<file path="config.mk">
export PLATFORM = sky130hd
export DESIGN_NAME = periph_tx_arbiter
export DESIGN_NICKNAME = d
export VERILOG_FILES = /design/src/rtl/usb_pkg.sv /design/src/rtl/rr_pick.sv /design/src/rtl/periph_tx_arbiter.sv
export SDC_FILE = /design/constraint.sdc
export NUM_CORES = 1
export LEC_CHECK = 0
export CORE_AREA = 3 3 139 141
export DETAILED_ROUTE_END_ITERATION = 7
export DIE_AREA = 0 0 142 144
export HOLD_SLACK_MARGIN = 0.05
export PLACE_DENSITY = 0.68
export SYNTH_ARGS = -nofsm -noshare
export SYNTH_HDL_FRONTEND = slang
export SYNTH_SLANG_ARGS = --single-unit
</file>
<file path="constraint.sdc">
create_clock -name clk -period 18.6 [get_ports clk]
set_clock_uncertainty 0.2 [all_clocks]
set_input_delay 3.72 -clock clk [delete_from_list [all_inputs] [get_ports clk]]
set_output_delay 3.72 -clock clk [all_outputs]
set_load 0.03 [all_outputs]
</file>
<file path="src/rtl/usb_pkg.sv">
// ============================================================================
// Module      : usb_pkg
// Description : Shared widths and arbiter state encoding for the USB datapath.
// Revision    : 1.0 - initial release
// ============================================================================
`default_nettype none

package usb_pkg;

    localparam int DATA_W      = 32;
    localparam int BE_W        = 4;
    localparam int PERIPH_ID_W = 4;
    localparam int HDR_LSB     = 28;

    typedef enum logic [0:0] {
        IDLE  = 1'b0,
        SERVE = 1'b1
    } arb_state_t;

endpackage

`default_nettype wire

</file>
<file path="src/rtl/rr_pick.sv">
// ============================================================================
// Module      : rr_pick
// Description : Combinational find-first-set starting at a rotating pointer.
// Revision    : 1.0 - initial release
// ============================================================================
`default_nettype none

module rr_pick #(
    parameter int N     = 8,
    parameter int IDX_W = 4
) (
    input  logic [N-1:0]     req,
    input  logic [IDX_W-1:0] ptr,
    output logic             any,
    output logic [IDX_W-1:0] idx
);

    int w_best;
    int w_dist;

    // The winner is the requester with the smallest forward distance from ptr.
    always_comb begin
        any    = |req;
        idx    = '0;
        w_best = N;
        w_dist = 0;
        for (int j = 0; j < N; j++) begin
            w_dist = (j >= int'(ptr)) ? (j - int'(ptr)) : (j + N - int'(ptr));
            if (req[j] && (w_dist < w_best)) begin
                w_best = w_dist;
                idx    = IDX_W'(j);
            end
        end
    end

endmodule

`default_nettype wire

</file>
<file path="src/rtl/periph_tx_arbiter.sv">
// ============================================================================
// Module      : periph_tx_arbiter
// Description : Round-robin, burst-bounded arbiter of peripheral TX queues
//               onto the single FT601 peripheral-to-host path.
// Revision    : 1.0 - initial release
// ============================================================================
`default_nettype none

module periph_tx_arbiter
    import usb_pkg::*;
#(
    parameter int NUM_PERIPHS = 8,
    parameter int MAX_BURST   = 16
) (
    input  logic                          clk,
    input  logic                          rst_l,
    input  logic [NUM_PERIPHS-1:0]        periph_valid,
    input  logic [NUM_PERIPHS*DATA_W-1:0] periph_data,
    input  logic [NUM_PERIPHS*BE_W-1:0]   periph_be,
    input  logic [NUM_PERIPHS-1:0]        periph_last,
    output logic [NUM_PERIPHS-1:0]        periph_rd,
    input  logic                          read_periph_data,
    output logic                          periph_data_available,
    output logic [DATA_W-1:0]             data_i,
    output logic [BE_W-1:0]               i_valid,
    output logic [PERIPH_ID_W-1:0]        grant_id
);

    localparam logic [7:0] c_max_burst = 8'(MAX_BURST);

    arb_state_t             r_state, w_next_state;
    logic [PERIPH_ID_W-1:0] r_grant, w_next_grant;
    logic [PERIPH_ID_W-1:0] r_ptr,   w_next_ptr;
    logic [7:0]             r_cnt,   w_next_cnt;

    logic                   w_sel_valid;
    logic                   w_sel_last;
    logic [DATA_W-1:0]      w_sel_data;
    logic [BE_W-1:0]        w_sel_be;
    logic                   w_any;
    logic [PERIPH_ID_W-1:0] w_pick;
    logic                   w_pop;
    logic [7:0]             w_cnt_inc;
    logic [PERIPH_ID_W-1:0] w_ptr_inc;
    logic                   w_unused_hdr;

    assign grant_id     = r_grant;
    assign w_cnt_inc    = r_cnt + 8'd1;
    assign w_ptr_inc    = (r_grant == PERIPH_ID_W'(NUM_PERIPHS - 1)) ? '0 : r_grant + 1'b1;
    assign w_unused_hdr = ^w_sel_data[DATA_W-1:HDR_LSB];

    rr_pick #(
        .N     (NUM_PERIPHS),
        .IDX_W (PERIPH_ID_W)
    ) u_rr_pick (
        .req (periph_valid),
        .ptr (r_ptr),
        .any (w_any),
        .idx (w_pick)
    );

    // Head-of-queue view of the currently granted peripheral.
    always_comb begin
        w_sel_valid = 1'b0;
        w_sel_last  = 1'b0;
        w_sel_data  = '0;
        w_sel_be    = '0;
        for (int p = 0; p < NUM_PERIPHS; p++) begin
            if (r_grant == PERIPH_ID_W'(p)) begin
                w_sel_valid = periph_valid[p];
                w_sel_last  = periph_last[p];
                w_sel_data  = periph_data[p*DATA_W +: DATA_W];
                w_sel_be    = periph_be[p*BE_W +: BE_W];
            end
        end
    end

    always_comb begin
        w_next_state          = r_state;
        w_next_grant          = r_grant;
        w_next_ptr            = r_ptr;
        w_next_cnt            = r_cnt;
        w_pop                 = 1'b0;
        periph_rd             = '0;
        periph_data_available = 1'b0;
        data_i                = '0;
        i_valid               = '0;

        case (r_state)
            IDLE: begin
                if (w_any) begin
                    w_next_grant = w_pick;
                    w_next_cnt   = '0;
                    w_next_state = SERVE;
                end
            end
            SERVE: begin
                periph_data_available = w_sel_valid;
                w_pop                 = read_periph_data & w_sel_valid;
                if (w_sel_valid) begin
                    data_i  = {r_grant, w_sel_data[HDR_LSB-1:0]};
                    i_valid = w_sel_be;
                end
                for (int p = 0; p < NUM_PERIPHS; p++) begin
                    periph_rd[p] = w_pop && (r_grant == PERIPH_ID_W'(p));
                end
                // Starvation, packet end and burst exhaustion all release alike.
                if (!w_sel_valid || (w_pop && (w_sel_last || (w_cnt_inc == c_max_burst)))) begin
                    w_next_state = IDLE;
                    w_next_ptr   = w_ptr_inc;
                end else if (w_pop) begin
                    w_next_cnt = w_cnt_inc;
                end
            end
            default: w_next_state = IDLE;
        endcase
    end

    always_ff @(posedge clk) begin
        if (!rst_l) begin
            r_state <= IDLE;
            r_grant <= '0;
            r_ptr   <= '0;
            r_cnt   <= '0;
        end else begin
            r_state <= w_next_state;
            r_grant <= w_next_grant;
            r_ptr   <= w_next_ptr;
            r_cnt   <= w_next_cnt;
        end
    end

endmodule

`default_nettype wire

</file>
==> flow_summary_export.csv, run 1 <==
group,metric,value,unit
outcome,outcome,"finished, final reports clean",
die,start_util,29.6,%
job,cap_violations,0,
sta,slew_headroom,36.9,%
placed_design,port_buffers,321,
global_routing,grt_remaining_overflow,0,
pwr,p_int,815,uW
layout,final_cell_count_no_fill,1378,
setup_path,cp.required,18490,ps
yosys,yosys_most_used_dff,"dfxtp_1",
die,die_w,142,um
sta,min_period,16520,ps
clocking,postCtsSetupBuffers,0,
layout,final_cell_mix,"clkdlybuf4s50_1, nor2_1, nand2_1, o21ai_0, a21oi_1",
routing,avgRoutedWirePerCell,19.6,um
yosys,ys_seq_area_share,5.99,%
layout,seqCellArea,320,um^2
pwr,peakVddDrop,0.000125,V
clocking,cts_tree,"done",
yosys,async_flop_share,0,%
setup_path,critical-path-top-delay-family,"compound AO/OA/AOI/OAI gates",
clocking,postCtsHoldBufs,0,
layout,drive_gt1_share,3.49,%
clocking,clk_path_buf_depth,2,
placed_design,place_congestion,0.877,
global_routing,gr-usage-all-layers,24.6,%
pwr,combPwrFrac,94.7,%
die,design.portCount,356,
clocking,cts.sinks,16,
setup_path,worst-path-buf-inv,6,
yosys,synthesis.instances,881,
yosys,synth.distinct_cells,78,
sta,hold_viol,0,
die,fp-row-count,49,
placed_design,place.detailed.hpwl,21500,um
placed_design,place_area,8670,um^2
routing,vias_per_cell,5.51,
pwr,leakage,0.00318,uW
global_routing,grt_antenna_before_repair,4,
clocking,numCtsBuffers,3,
pwr,power_frac_clock,2.1,%
sta,fmax,60.5,MHz
layout,design_area,8750,um^2
yosys,yosysWarnings,0,
setup_path,critPathLaunch,"periph_valid[0]",
clocking,cts-htree-levels,1,
setup_path,slowest_delay,780,ps
sta,finalCritPeriodShare,88.8,%
global_routing,grt_pass1_vias,7089,
global_routing,grt_pass1_wl,39900,um
min_path,hold_class,"reg2reg",
layout,final_nets,1497,
layout,multi_input_area,4660,um^2
yosys,syn_avg_cell_area,6.07,um^2
routing,ant_nets,0,
sta,setup_viol,0,
pwr,power_frac_seq,3.1,%
clocking,path_clk_slew,50,ps
layout,area_growth,63.6,%
routing,drt-total-wl,27000,um
setup_path,crit_slowest_cell,"o21ai_1",
setup_path,crit_path_end_kind,"flop",
global_routing,grt_max_degree,70,
yosys,syn_area,5350,um^2
setup_path,reg2reg_setup_slack,4050,ps
layout,final_common_cell,"clkdlybuf4s50_1",
min_path,min_from,"r_cnt[1]$_SDFFE_PN0P_",
setup_path,r2r_start,"r_ptr[0]$_SDFFE_PN0P_",
die,die_area,20400,um^2
die,core,18100,um^2
pwr,swShare,57.0,%
pwr,switchingPower,1080,uW
routing,dr.pass1.iters,5,
pwr,powerDensity,216,nW/um^2
clocking,clock_latency,240,ps
placed_design,dpl.cell_count,1372,
clocking,cts_resized,0,
sta,rsz0062_at_grt,"no",
clocking,clock-root-buffer,"clkbuf_16",
routing,drtIter0Drc,456,
layout,fill_cells,1894,
setup_path,startpoint_type,"primary input",
routing,num_vias,7588,
sta,finalMaxSlewViolations,0,
setup_path,crit_type,"in2reg",
setup_path,cp.arrival,16410,ps
yosys,synth_edf_count,0,
yosys,synth_seq_cells,16,
routing,drc_errors,0,
die,chipHeight,144,um
sta,fin_setup_tns,0,ps
sta,tightest_slew,940,ps
setup_path,path_max_fanout,13,
==> worst register-to-register path, delay by kind of cell (launching register included) <==
| kind | cells | cell delay, ps |
|---|---|---|
| multiplexers | 5 | 1510 |
| flip-flops | 1 | 820 |
| AO/OA/AOI/OAI | 19 | 4770 |
| adder cells (fa/ha/maj) | 8 | 2630 |
| buffers and inverters | 6 | 960 |
| AND/OR/NAND/NOR | 21 | 3540 |
==> worst paths after layout <==
kind	cells past startpoint	to
max reg2reg	59	grant_id[2]$_SDFFE_PN0P_
min reg2reg	2	r_cnt[1]$_SDFFE_PN0P_
max	57	grant_id[2]$_SDFFE_PN0P_
min	2	r_cnt[1]$_SDFFE_PN0P_
==> metal layers <==
metal	vias up	wire (um)	GRT usage, %
li1	3796	-	-
met5	-	13	0
met3	39	2460	6.55
met4	2	704	7.47
met2	292	13400	42.5
met1	3459	10500	29.9
==> cell usage after synthesis, drive strengths merged, types with 2 or more instances <==
cell,count,area share (%)
a2111oi,2,0.33
a211oi,4,0.65
a21boi,3,0.42
a21oi,70,6.5
a221oi,36,5.9
a22o,3,0.49
a22oi,2,0.28
a2bb2oi,3,0.49
a31oi,6,0.70
a32o,2,0.37
and2,7,0.87
and3,6,0.70
buf,11,1.2
clkbuf,62,4.4
dfxtp,16,6.0
ha,42,9.8
inv,29,2.0
mux2,4,0.84
mux2i,14,2.6
nand2,128,9.0
nand2b,2,0.37
nand3,16,1.6
nand3b,4,0.56
nand4,2,0.23
nand4b,2,0.33
nor2,147,10
nor2b,10,1.2
nor3,12,1.1
nor3b,6,0.84
nor4,5,0.58
o2111a,2,0.42
o2111ai,3,0.49
o211ai,38,5.3
o21ai,101,9.4
o22ai,4,0.47
o311ai,35,6.1
o31ai,3,0.51
or2,4,0.47
or3,2,0.23
xnor2,9,1.5
==> registers in the layout, indices dropped and copies added (netlist names) <==
| signal | count |
|---|---|
| r_state | 1 |
| r_ptr | 4 |
| r_cnt | 8 |
| grant_id | 3 |
==> cell type report <==
cell class | count | share of cell area, %
antenna | 3 | 0.0858
clock buffer | 3 | 0.858
inverter | 30 | 1.29
multi-input combinational | 765 | 53.2
sequential | 16 | 3.66
tap | 229 | 3.27
timing repair buffer | 332 | 37.7
==> kinds of logic after synthesis <==
family | synth area share, %
and+or+nand+nor | 29.5
other | 0.0701
buffers and inverters | 7.69
adders and majority gates | 10.0
muxes | 3.46
AOI/OAI and AO/OA | 41.6
xor gates and xnor gates | 1.64
DFF | 5.99
==> power by group through the flow <==
stage	clock (uW)	sequential [uW]	combinational (uW)
floorplan	0	53.2	1340
global placement	0	59.2	1750
detailed placement	0	59.6	1770
CTS	40.8	58.8	1780
global route	42.6	60.2	2020
finish	40.4	59.1	1790
==> metrics by stage <==
step	utilization [%]	worst slack, ps	total power [uW]	hold slack, ps
2_1_floorplan	-	5030	1390	267
3_3_place_gp	47.9	2340	1810	280
3_5_place_dp	47.9	2080	1830	289
4_1_cts	48.4	2240	1880	295
5_1_grt	48.4	985	2130	352
6_report	48.4	2080	1890	294
Note: power is estimated with default switching activity, not from simulation.
==> run 2, diff against run 1 <==
--- a/config.mk
+++ b/config.mk
@@ -6,8 +6,10 @@
 export NUM_CORES = 1
 export LEC_CHECK = 0
 export CORE_AREA = 3 3 139 141
+export CTS_CLUSTER_SIZE = 16
 export DETAILED_ROUTE_END_ITERATION = 7
 export DIE_AREA = 0 0 142 144
+export GPL_ROUTABILITY_DRIVEN = 1
 export HOLD_SLACK_MARGIN = 0.05
 export PLACE_DENSITY = 0.68
 export SYNTH_ARGS = -nofsm -noshare
==> results of run 2 <==
The final DEF is identical to that of run 1; final timing and power are the same.
